File: config.mk
export PLATFORM = sky130hd
export DESIGN_NAME = seven_segment_capture
export DESIGN_NICKNAME = d
export VERILOG_FILES = /design/src/rtl/seven_segment_capture_pkg.sv /design/src/rtl/seven_segment_capture_decode.sv /design/src/rtl/seven_segment_capture.sv
export SDC_FILE = /design/constraint.sdc
export NUM_CORES = 1
export LEC_CHECK = 0
export ABC_CLOCK_PERIOD_IN_PS = 2350
export CAP_MARGIN = 40
export CORE_MARGIN = 2
export CORE_UTILIZATION = 30
export DETAILED_ROUTE_END_ITERATION = 7
export GPL_TIMING_DRIVEN = 0
export HOLD_SLACK_MARGIN = 0.15
export SYNTH_ARGS = -nofsm -noshare
export SYNTH_HDL_FRONTEND = slang
export SYNTH_SLANG_ARGS = --single-unit
export TNS_END_PERCENT = 30
File: constraint.sdc
create_clock -name clk -period 2.35 [get_ports clk]
set_input_delay 0.705 -clock clk [delete_from_list [all_inputs] [get_ports clk]]
set_output_delay 0.705 -clock clk [all_outputs]
set_load 0.02 [all_outputs]
File: src/rtl/seven_segment_capture_pkg.sv
// Shared definitions for the seven-segment bus reader: segment patterns,
// the pattern decoder and the per-digit capture FSM states.
package seg7_pkg;

  localparam logic [6:0] SEG_BLANK = 7'b1111111;

  // Active-low patterns, seg[6]=a .. seg[0]=g
  localparam logic [6:0] SEG_0 = 7'b0000001;
  localparam logic [6:0] SEG_1 = 7'b1001111;
  localparam logic [6:0] SEG_2 = 7'b0010010;
  localparam logic [6:0] SEG_3 = 7'b0000110;
  localparam logic [6:0] SEG_4 = 7'b1001100;
  localparam logic [6:0] SEG_5 = 7'b0100100;
  localparam logic [6:0] SEG_6 = 7'b0100000;
  localparam logic [6:0] SEG_7 = 7'b0001111;
  localparam logic [6:0] SEG_8 = 7'b0000000;
  localparam logic [6:0] SEG_9 = 7'b0001100;
  localparam logic [6:0] SEG_A = 7'b0001000;
  localparam logic [6:0] SEG_B = 7'b1100000;
  localparam logic [6:0] SEG_C = 7'b0110001;
  localparam logic [6:0] SEG_D = 7'b1000010;
  localparam logic [6:0] SEG_E = 7'b0110000;
  localparam logic [6:0] SEG_F = 7'b0111000;

  localparam logic [15:0][6:0] SEG_TABLE = {
    SEG_F, SEG_E, SEG_D, SEG_C, SEG_B, SEG_A, SEG_9, SEG_8,
    SEG_7, SEG_6, SEG_5, SEG_4, SEG_3, SEG_2, SEG_1, SEG_0
  };

  typedef enum logic [1:0] {
    WAIT,
    SETTLE,
    HELD
  } cap_state_t;

  // Returns {err, blank, nibble}; unknown patterns report err with nibble 0.
  function automatic logic [5:0] seg_decode(input logic [6:0] seg);
    logic [5:0] r;
    r = {1'b1, 1'b0, 4'h0};
    if (seg == SEG_BLANK) begin
      r = {1'b0, 1'b1, 4'h0};
    end else begin
      for (int unsigned i = 0; i < 16; i++) begin
        if (seg == SEG_TABLE[i]) r = {2'b00, 4'(i)};
      end
    end
    return r;
  endfunction

endpackage

File: src/rtl/seven_segment_capture_decode.sv
// Combinational segment-pattern decoder for the capture block.
module seven_segment_decode
  import seg7_pkg::*;
(
  input  logic [6:0] seg,
  output logic [3:0] nibble,
  output logic       blank,
  output logic       err
);

  always_comb begin
    {err, blank, nibble} = seg_decode(seg);
  end

endmodule

File: src/rtl/seven_segment_capture.sv
// Reader for a multiplexed seven-segment bus: filters each digit for
// stability, decodes it and publishes a full frame with a one-cycle strobe.
module seven_segment_capture
  import seg7_pkg::*;
#(
  parameter int NUM_DIGITS    = 4,
  parameter int STABLE_CYCLES = 4
) (
  input  logic                    clk,
  input  logic                    rst_n,
  input  logic [6:0]              seg,
  input  logic [NUM_DIGITS-1:0]   dig_sel,
  output logic                    frame_valid,
  output logic [4*NUM_DIGITS-1:0] hex_frame,
  output logic [NUM_DIGITS-1:0]   blank_frame,
  output logic [NUM_DIGITS-1:0]   err_frame
);

  localparam int CW = (STABLE_CYCLES > 2) ? $clog2(STABLE_CYCLES) : 1;
  localparam logic [CW-1:0] CNT_LAST = CW'(STABLE_CYCLES - 1);
  localparam logic [CW-1:0] CNT_PRE  = CW'(STABLE_CYCLES - 2);

  logic [6:0]              seg_q;
  logic [NUM_DIGITS-1:0]   sel_q;
  cap_state_t              state, state_d;
  logic [CW-1:0]           cnt, cnt_d;
  logic                    capture;
  logic                    same;
  logic                    onehot;

  logic [NUM_DIGITS-1:0]   mask;
  logic                    mask_full;
  logic [4*NUM_DIGITS-1:0] sh_hex;
  logic [NUM_DIGITS-1:0]   sh_blank;
  logic [NUM_DIGITS-1:0]   sh_err;

  logic [3:0]              dec_nibble;
  logic                    dec_blank;
  logic                    dec_err;

  seven_segment_decode u_decode (
    .seg    (seg_q),
    .nibble (dec_nibble),
    .blank  (dec_blank),
    .err    (dec_err)
  );

  assign same      = (seg == seg_q) && (dig_sel == sel_q);
  assign onehot    = $onehot(dig_sel);
  assign mask_full = &mask;

  always_comb begin
    state_d = state;
    cnt_d   = cnt;
    capture = 1'b0;
    unique case (state)
      WAIT: begin
        cnt_d = '0;
        if (onehot) state_d = SETTLE;
      end
      SETTLE: begin
        if (!same) begin
          cnt_d   = '0;
          state_d = onehot ? SETTLE : WAIT;
        end else begin
          cnt_d = (cnt == CNT_LAST) ? cnt : cnt + CW'(1);
          // held pair reaches STABLE_CYCLES consecutive cycles on this edge
          if (cnt == CNT_PRE) begin
            capture = 1'b1;
            state_d = HELD;
          end
        end
      end
      HELD: begin
        if (!same) begin
          cnt_d   = '0;
          state_d = onehot ? SETTLE : WAIT;
        end else begin
          cnt_d = (cnt == CNT_LAST) ? cnt : cnt + CW'(1);
        end
      end
      default: begin
        cnt_d   = '0;
        state_d = WAIT;
      end
    endcase
  end

  always_ff @(posedge clk or negedge rst_n) begin
    if (!rst_n) begin
      seg_q <= '0;
      sel_q <= '0;
      state <= WAIT;
      cnt   <= '0;
    end else begin
      seg_q <= seg;
      sel_q <= dig_sel;
      state <= state_d;
      cnt   <= cnt_d;
    end
  end

  always_ff @(posedge clk or negedge rst_n) begin
    if (!rst_n) begin
      mask     <= '0;
      sh_hex   <= '0;
      sh_blank <= '0;
      sh_err   <= '0;
    end else begin
      // a capture landing on the publish edge survives the mask clear
      mask <= (mask_full ? '0 : mask) | (capture ? sel_q : '0);
      for (int unsigned i = 0; i < NUM_DIGITS; i++) begin
        if (capture && sel_q[i]) begin
          sh_hex[4*i +: 4] <= dec_nibble;
          sh_blank[i]      <= dec_blank;
          sh_err[i]        <= dec_err;
        end
      end
    end
  end

  always_ff @(posedge clk or negedge rst_n) begin
    if (!rst_n) begin
      frame_valid <= 1'b0;
      hex_frame   <= '0;
      blank_frame <= '0;
      err_frame   <= '0;
    end else begin
      frame_valid <= mask_full;
      if (mask_full) begin
        hex_frame   <= sh_hex;
        blank_frame <= sh_blank;
        err_frame   <= sh_err;
      end
    end
  end

endmodule

==> flow_summary.ini, run 1 <==
[pwr]
max-vdd-ir-drop_v = 0.000296
combPwrFrac_pct = 11.4
power_density_mw_per_mm2 = 623
p_int_mw = 1.87
clkPwrFrac_pct = 40.2
p_sw_share_pct = 25.2
leakage_nw = 2.02
p_sw_uw = 630
pwr-share-seq_pct = 48.4

[logic_synthesis]
syn_nets = 310
syn_area_mm2 = 0.00314
synth-main-ff-cell = dfrtp_1
yosys.cell_types.count = 47
yosysWarnings = 0
yosys.area.top_type = dfrtp_1
synth-seq-cells = 68
synth_top_family_by_area = simple AND/OR/NAND/NOR gates
synthXorXnorAreaFrac_pct = 4.19
synthMuxAreaShare_pct = 9.10
synth_compound_area_share_pct = 4.51
yosysTopAreaCellShare_pct = 54.3
yosys.area_share.adder_pct = 3.83
syn_inst = 288
synth_area_leaders = dfrtp_1, nand2_1, mux2_1, mux2_2, xnor2_1
synthArstFlopShare_pct = 100
yosys.area_share.simple_pct = 19.1
syn_area_per_cell_um2 = 10.9
ys_seq_area_share_pct = 54.3
synth_edf_count = 0

[min_path]
min_path_type = input pin to asynchronous set/reset pin

[floorplanning]
die_w_um = 106
die_h_um = 106
io_pins = 38
core_mm2 = 0.0102
row_count = 37
initial_core_util_pct = 30.6
die_area_mm2 = 0.0113

[detailed_routing]
routed_wirelength_mm = 6.28
via_per_inst = 4.54
vias = 2189
drtPass1Iterations = 4
ant_nets = 0
drc = 0
routedWlPerCell_um = 13.0
first_iter_violations = 105

[clocking]
cts_max_path_buffers = 2
clkSlewWorstSetupHoldPaths_ns = 0.07
clock-sinks = 68
insertion_delay_ns = 0.35
hold_buffers = 0
cts_tree = yes
numCtsBuffers = 9
htreeDepth = 3
root_buffer = clkbuf_8

[placed_design]
post-dp-hpwl_mm = 4.31
gp_congestion = 0.780
port_buffers = 37
placedCellCount = 461
place_ws_ns = -0.985

[timing]
slew_headroom_pct = 43.5
rsz0062_at_grt = true
finalSetupViolCount = 1
clock.fmax_mhz = 416
tightest_slew_ns = 0.847
skew_ns = 0.00879
final.period_utilization_pct = 102
post-route-min-period_ns = 2.40
hold_viol = 0
worst_slack_ns = -0.0539
drv_slew = 0

[worst_setup_path]
worstPathArrival_ns = 2.64
cp_data_required_time_ns = 2.58
crit_path_start_kind = input pin
rr_worst_depth = 7
crit_fanout = 2
critPathKind = input pin to flip-flop
crit_path_end_kind = flip-flop

[cells_and_area]
seq_area_mm2 = 0.00170
diodes = 0
area_delta_synth_final_pct = 27.9
fill_cells = 1004
instances_no_fill = 482
drive_above_1_share_pct = 17.3
multi_input_area_mm2 = 0.00133
final_cell_mix = nand2_1, dfrtp_1, clkdlybuf4s50_1
nNetsFinal = 363
final_common_cell = nand2_1

[global_route]
grt_max_degree = 69
grt_pass1_wl_mm = 10.9
gr-usage-all-layers_pct = 12.4
grt-ovfl-total = 0
grt_pass1_vias = 2234
antenna_found_initial = 0

[flow_run]
cap_violations = 0

[status]
failed_checks = negative setup slack
status = finished with violations
-- power by group through the flow --
stage	Sequential, mW	Combinational [mW]	Clock, mW
detailed placement	1.23	0.270	0
finish	1.21	0.285	1.00
global route	1.21	0.321	1.10
CTS	1.21	0.281	1.03
global placement	1.23	0.259	0
floorplan	1.23	0.188	0
-- final cells by class --
class	count	share of cell area (%)
flip-flops and latches	68	42.4
multi-input cells	193	33.2
repair buffers	42	10.7
well taps	136	4.24
clock buffers	11	3.78
plain buffers	15	2.81
clock inverters	5	1.47
inverters	12	1.37
-- synthesized netlist by cell type (2+ instances only) --
library cell  number
nor3_1             4
and4_1             2
xnor2_1           13
buf_6              6
dfrtp_1           68
a21o_1             3
nand2_1           83
a31oi_1            2
buf_4              3
nand4_2            2
buf_1              2
nand3_1            2
nand4_1            3
inv_1             11
ha_1               8
nor2_1             8
and3_1             3
o21ai_0            3
a21oi_1            5
mux2_1            13
clkbuf_1           4
xor2_1             2
nor4_1             3
nor3b_1            2
mux2_2            11
-- metrics by stage --
| stage | hold slack, ns | power [mW] | area (um^2) | utilization (%) | setup TNS (ns) |
|---|---|---|---|---|---|
| 2_1_floorplan | 0.409 | 1.41 | 3170 | - | -0.225 |
| 3_3_place_gp | 0.451 | 1.49 | 3710 | 36.3 | -125.59 |
| 3_5_place_dp | 0.445 | 1.50 | 3710 | 36.3 | -16.46 |
| 4_1_cts | 0.448 | 2.52 | 3970 | 38.8 | -0.0540 |
| 5_1_grt | 0.439 | 2.64 | 4010 | 39.2 | -0.0694 |
| 6_report | 0.466 | 2.50 | 4010 | 39.2 | -0.0539 |
-- what timing repair did --
item	CTS	global route
gates resized for setup	17	14
gates cloned	0	0
buffers inserted	4	1
endpoints found under the setup margin	26	26
pin swaps	2	9
-- worst max-delay path, stage by stage --
cell and delay (ns):
buf_8 0.08, inv_4 0.03, fa_1 0.53, inv_1 0.05
ha_2 0.18, ha_4 0.22, nor3b_4 0.23, mux2_4 0.33
a211o_1 0.29
-- registers in the layout, summed over array words and instances, names as in the netlist --
name and cells:
blank_frame 4, mask 4, state 2, sh_err 4
sh_hex 16, err_frame 4, cnt 2, sel_q 4
sh_blank 4, hex_frame 16, frame_valid 1, seg_q 7
-- path summary, 6_finish.rpt --
check | endpoint | slack, ns | from
worst min-delay path | hex_frame[4] | 0.47 | rst_n
worst min register to register | hex_frame[7] | 0.47 | sh_hex[7]
min in group clk | hex_frame[7] | 0.47 | sh_hex[7]
worst max register to register | sh_blank[0] | 0.33 | seg_q[5]
worst max-delay path | state[0] | -0.05 | dig_sel[0]
max in group asynchronous | seg_q[2] | 1.34 | rst_n
-- cell families (layout without fill, tap and decap cells) --
kind of cell	Yosys count	count (layout)
simple gates	123	123
flops	68	68
buf+inv	27	85
mux	25	25
compound gates	21	21
xor+xnor	15	15
fa+ha+maj	9	9
-- layer usage --
layer	vias up	wire (um)	GRT usage, %	share of wire, %
li1	1067	-	-	-
met5	-	0	0	0
met1	1069	2920	15.6	47
met4	0	78	3.95	1.2
met3	8	263	4.35	4.2
met2	45	3020	19.8	48
Note: power is estimated with default switching activity, not from simulation.
==> run 2: changes to the inputs <==
--- a/config.mk
+++ b/config.mk
@@ -7,12 +7,13 @@
 export LEC_CHECK = 0
 export ABC_CLOCK_PERIOD_IN_PS = 2350
 export CAP_MARGIN = 40
-export CORE_MARGIN = 2
-export CORE_UTILIZATION = 30
+export CORE_UTILIZATION = 45
 export DETAILED_ROUTE_END_ITERATION = 7
 export GPL_TIMING_DRIVEN = 0
 export HOLD_SLACK_MARGIN = 0.15
+export PLACE_DENSITY = 0.66
 export SYNTH_ARGS = -nofsm -noshare
 export SYNTH_HDL_FRONTEND = slang
+export SYNTH_HIERARCHICAL = 1
 export SYNTH_SLANG_ARGS = --single-unit
 export TNS_END_PERCENT = 30
==> run 2 against run 1 <==
Against the previous run:
- the flow still finishes with violations (negative setup slack)
- worst hold slack got worse by 0.27 ns
- routed wire length decreased by 0.67%
- register-to-register slack got worse by 0.05 ns
- global-route usage increased by 6.9 points
- via count increased by 6.1%
- sequential share of layout area decreased by 0.43 points
- critical path depth decreased by 3
- final cell count decreased by 6.0%
- critical path type unchanged
- largest cell class unchanged
- largest power group unchanged
==> flow_summary.ini, run 2 <==
[worst_setup_path]
crit_path_end_kind = flip-flop
slowest_stage = nor4_4
cp-startpoint = seg[1]
critPathKind = input pin to flip-flop
max_stage_delay_ns = 0.50
crit_path_start_kind = input pin
cp_data_required_time_ns = 2.58
crit_fanout = 7
crit_chain = clkdlybuf4s50_1 > xor2_1 > nor4_4 > and4_1 > buf_6 > mux2_2
r2r-start = seg_q[4]
worstPathArrival_ns = 2.58

[pwr]
leakage_nw = 1.98
pwr-share-seq_pct = 47.9
p_sw_uw = 655
power_density_mw_per_mm2 = 623
p_sw_share_pct = 26.0
combPwrFrac_pct = 12.1
clkPwrFrac_pct = 40.0
p_int_mw = 1.87
max-vdd-ir-drop_v = 0.000317

[timing]
skew_ns = 0.0109
holdWs_ns = 0.197
post-route-min-period_ns = 2.35
finalSetupViolCount = 2
tightest_slew_ns = 0.828
clock.fmax_mhz = 425
slew_headroom_pct = 44.1
rsz0062_at_grt = true
hold_viol = 0
worst_slack_ns = -0.00425
final.period_utilization_pct = 100
setup_tns_ns = -0.00739
drv_slew = 0

[clocking]
insertion_delay_ns = 0.34
clkSlewWorstSetupHoldPaths_ns = 0.08
htreeDepth = 3
cts_max_path_buffers = 2
clock-sinks = 68
hold_buffers = 0
cts_tree = yes
root_buffer = clkbuf_8
numCtsBuffers = 9

[cells_and_area]
drive_above_1_share_pct = 22.1
final_cell_area_mm2 = 0.00405
diodes = 0
multi_input_area_mm2 = 0.00144
seq_area_mm2 = 0.00170
final_common_cell = nand2_1
area_delta_synth_final_pct = 25.9
reg_top3 = hex_frame: 16 flops, sh_hex: 16 flops, seg_q: 7 flops
nNetsFinal = 374
instances_no_fill = 453
fill_cells = 598
final_cell_mix = nand2_1, dfrtp_1, clkdlybuf4s50_1

[logic_synthesis]
synthMuxAreaShare_pct = 8.71
yosysTopAreaCellShare_pct = 52.9
yosys.area.top_type = dfrtp_1
synth_compound_area_share_pct = 6.18
synth.most_common_cell = nand2_1
synth-main-ff-cell = dfrtp_1
synthArstFlopShare_pct = 100
synth_top_family_by_area = simple AND/OR/NAND/NOR gates
syn_area_mm2 = 0.00322
syn_inst = 300
netlist_top_cells_count = nand2_1, dfrtp_1, mux2_2, inv_1, xor2_1
yosysWarnings = 6
synth_area_leaders = dfrtp_1, nand2_1, mux2_2, ha_1, xor2_1
syn_area_per_cell_um2 = 10.7
yosys.cell_types.count = 51
ys_seq_area_share_pct = 52.9
synth-seq-cells = 68
yosys.area_share.simple_pct = 20.2
synthXorXnorAreaFrac_pct = 3.81
syn_nets = 322
yosys.area_share.adder_pct = 3.73
synth_edf_count = 0

[detailed_routing]
ant_nets = 0
first_iter_violations = 105
drc = 0
vias = 2322
drtPass1Iterations = 4
routedWlPerCell_um = 13.8
via_per_inst = 5.13
routed_wirelength_mm = 6.24

[status]
failed_checks = negative setup slack
status = finished with violations

[global_route]
gr-usage-met1_pct = 26.0
grt_max_degree = 57
grt-ovfl-total = 0
antenna_found_initial = 0
busiest_layer = met2
grt_pass1_vias = 2280
use_met2_pct = 30.6
gr-usage-all-layers_pct = 19.3
grt_pass1_wl_mm = 11.0
grt_use_met3_pct = 4.86

[floorplanning]
core_mm2 = 0.00687
initial_core_util_pct = 46.8
io_pins = 38
die_w_um = 86.6
row_count = 30
die_h_um = 86.6
die_area_mm2 = 0.00749

[placed_design]
post-dp-hpwl_mm = 4.36
gp_congestion = 0.828
port_buffers = 37
placedCellCount = 434
place_area_mm2 = 0.00374

[min_path]
min_path_type = input pin to asynchronous set/reset pin

[flow_run]
cap_violations = 0
==> run 2: cell types whose count changed in the layout (fill, tap and decap cells not counted), sizes merged, moves of 3 or more <==
cell           change
xor2               +9
nand2b             +4
buf                -3
dlymetal6s2s       -5
clkdlybuf4s50      +5
and3               +4
xnor2             -10
==> run 2: worst paths after layout <==
check,slack (ns),end,depth (start not counted)
min in group clk,0.46,err_frame[3],2
min reg2reg,0.46,err_frame[3],2
max reg2reg,0.28,sh_hex[1],6
max in group asynchronous,1.64,seg_q[1],2
min,0.20,hex_frame[14],1
max,-0.004,sh_hex[1],6
==> run 2: per-stage QoR <==
stage	util, %	worst slack [ns]	total power, mW
2_1_floorplan	-	-0.190	1.40
3_3_place_gp	54.1	-1.69	1.48
3_5_place_dp	54.5	-0.837	1.50
4_1_cts	59.0	-0.0313	2.54
5_1_grt	59.0	-0.0866	2.65
6_report	59.0	-0.00425	2.52
==> run 2: final cells by class <==
type	instances	share of cell area, %
flip-flops and latches	68	42.0
multi-input cells	205	35.6
repair buffers	41	10.5
clock buffers	11	3.74
well taps	96	2.96
plain buffers	14	2.44
clock inverters	5	1.48
inverters	13	1.27
==> run 2: logic make-up after synthesis <==
group / Yosys count
AND/OR/NAND/NOR: 130
flip-flops: 68
AO/OA/AOI/OAI: 27
buffers and inverters: 27
multiplexers: 25
XOR/XNOR: 14
adder cells (fa/ha/maj): 9
==> run 2: power by group through the flow <==
stage / Clock (mW) / Sequential [mW] / Combinational (mW)
2_1_floorplan: 0 / 1.23 / 0.172
3_3_place_gp: 0 / 1.23 / 0.253
3_5_place_dp: 0 / 1.23 / 0.265
4_1_cts: 1.03 / 1.21 / 0.306
5_1_grt: 1.10 / 1.21 / 0.344
6_report: 1.01 / 1.21 / 0.306
==> run 2: what timing repair did <==
item	CTS	global route
setup endpoints to repair	29	25
buffers inserted	3	0
resized for setup	30	0
cloned	0	0
pin swaps	8	2
==> run 2: worst max-delay path, delay by kind of cell <==
family / cells / cell delay, ns
and+or+nand+nor: 2 / 0.78
buffers and inverters: 2 / 0.58
muxes: 1 / 0.34
xor gates and xnor gates: 1 / 0.18
==> run 2: routing by layer <==
metal	part of all wire (%)	vias up
li1	-	1121
met2	48	58
met5	0	-
met3	4.0	8
met1	47	1135
met4	1.3	0
==> run 3: changes to the inputs <==
--- a/config.mk
+++ b/config.mk
@@ -9,8 +9,8 @@
 export CAP_MARGIN = 40
 export CORE_UTILIZATION = 45
 export DETAILED_ROUTE_END_ITERATION = 7
-export GPL_TIMING_DRIVEN = 0
 export HOLD_SLACK_MARGIN = 0.15
+export MAX_ROUTING_LAYER = met4
 export PLACE_DENSITY = 0.66
 export SYNTH_ARGS = -nofsm -noshare
 export SYNTH_HDL_FRONTEND = slang
==> run 3 against run 2 <==
Against the previous run:
- the run still ends with negative setup slack left
- register-to-register slack improved by 0.11 ns
- final area increased by 0.71%
- sequential power about the same
- critical path depth increased by 4
- via count decreased by 1.2%
- final cell count increased by 0.88%
- flip-flop and latch count unchanged
- global-route usage decreased by 0.36 points
- critical endpoint is now state[0]
==> flow_summary.ini, run 3 (same netlist as run 2, synthesis figures left out) <==
[placed_design]
gp_congestion = 0.817
port_buffers = 37
place_area_mm2 = 0.00379
place_ws_ns = -0.767
post-dp-hpwl_mm = 4.20

[detailed_routing]
first_iter_violations = 83
drtPass1Iterations = 4
routed_wirelength_mm = 6.11
ant_nets = 0
drc = 0
via_per_inst = 5.02
vias = 2293
routedWlPerCell_um = 13.4

[cells_and_area]
drive_above_1_share_pct = 24.4
diodes = 0
final_common_cell = nand2_1
final_cell_area_mm2 = 0.00408
reg_top3 = hex_frame: 16 flops, sh_hex: 16 flops, seg_q: 7 flops
final_cell_mix = nand2_1, dfrtp_1, clkdlybuf4s50_1
nNetsFinal = 378
area_delta_synth_final_pct = 26.8

[global_route]
grt_max_degree = 69
grt_pass1_vias = 2309
antenna_found_initial = 0
grt_pass1_wl_mm = 10.6
gr-usage-all-layers_pct = 18.9
grt-ovfl-total = 0

[timing]
hold_viol = 0
slew_headroom_pct = 72.6
holdWs_ns = 0.371
final.period_utilization_pct = 100
rsz0062_at_grt = true
drv_slew = 0
clock.fmax_mhz = 424
skew_ns = 0.00677
setup_tns_ns = -0.00957
tightest_slew_ns = 0.411
worst_slack_ns = -0.00957
post-route-min-period_ns = 2.36
finalSetupViolCount = 1

[clocking]
clock-sinks = 68
cts_max_path_buffers = 2
htreeDepth = 3
numCtsBuffers = 9
root_buffer = clkbuf_8
hold_buffers = 0
clkSlewWorstSetupHoldPaths_ns = 0.07
insertion_delay_ns = 0.34
cts_tree = yes

[min_path]
min_path_type = input pin to asynchronous set/reset pin

[worst_setup_path]
crit_path_end_kind = flip-flop
rrSetupSlack_ns = 0.39
crit_path_start_kind = input pin
cp_data_required_time_ns = 2.61
worstPathArrival_ns = 2.62
crit_fanout = 4
critPathKind = input pin to flip-flop

[floorplanning]
row_count = 30
core_mm2 = 0.00687
die_area_mm2 = 0.00749
die_h_um = 86.6
die_w_um = 86.6
io_pins = 38
initial_core_util_pct = 46.8

[status]
failed_checks = negative setup slack
status = finished with violations

[pwr]
power_density_mw_per_mm2 = 654
leakage_nw = 2.03
max-vdd-ir-drop_v = 0.000297
power_mw = 2.67

[flow_run]
cap_violations = 0
## run 3: cell count changes in the layout (fill, tap and decap cells not counted), moves of 2 or more
cell,delta
clkbuf_8,-2
clkbuf_1,-4
buf_6,-5
bufinv_16,+2
inv_2,+2
buf_4,+15
## run 3: area by class of cell
cell class,count,area [um^2]
clock inverters,6,113
multi-input cells,205,1430
repair buffers,59,541
well taps,96,120
fillers,601,2790
clock buffers,10,128
flip-flops and latches,68,1700
inverters,13,48.8
## run 3: final timing paths
| check | from | end | cells after the start |
|---|---|---|---|
| hold / removal | rst_n | err_frame[1] | 2 |
| min in group clk | sh_hex[14] | hex_frame[14] | 2 |
| setup reg to reg | seg_q[5] | sh_err[2] | 5 |
| max in group asynchronous | rst_n | sel_q[2] | 2 |
| setup / recovery | dig_sel[0] | state[0] | 10 |
| hold reg to reg | sh_hex[14] | hex_frame[14] | 2 |
## run 3: layer usage
metal | routed length [um] | vias to the layer above | GRT usage, %
li1 | - | 1128 | -
met2 | 3030 | 47 | 29.1
met5 | 0 | - | -
met4 | 74 | 0 | 6.21
met3 | 212 | 8 | 5.14
met1 | 2800 | 1110 | 24.3
## run 3: worst max-delay path: stages
cell	delay [ns]
buf_6	0.07
inv_2	0.03
fa_1	0.52
inv_1	0.04
ha_2	0.18
ha_4	0.23
or3b_4	0.41
nor3_2	0.19
a31oi_1	0.08
o21ai_1	0.16
## run 3: what timing repair did
| action | CTS | global route |
|---|---|---|
| endpoints found under the hold margin | 0 | 0 |
| gates resized for setup | 21 | 3 |
| endpoints found under the setup margin | 2 | 26 |
| buffers inserted | 1 | 0 |
| pin swaps | 5 | 3 |
## run 3: stage by stage
step	util [%]	std cells
CTS	59.0	457
global placement	55.1	440
floorplan	-	300
finish	59.4	457
detailed placement	55.1	440
global route	59.4	457
## run 3: where the power goes
| part | total [mW] | switching, mW | leakage (nW) | internal [mW] |
|---|---|---|---|---|
| clock | 1.15 | 0.443 | 0.120 | 0.707 |
| combinational | 0.305 | 0.169 | 0.999 | 0.136 |
| sequential | 1.21 | 0.0265 | 0.908 | 1.19 |
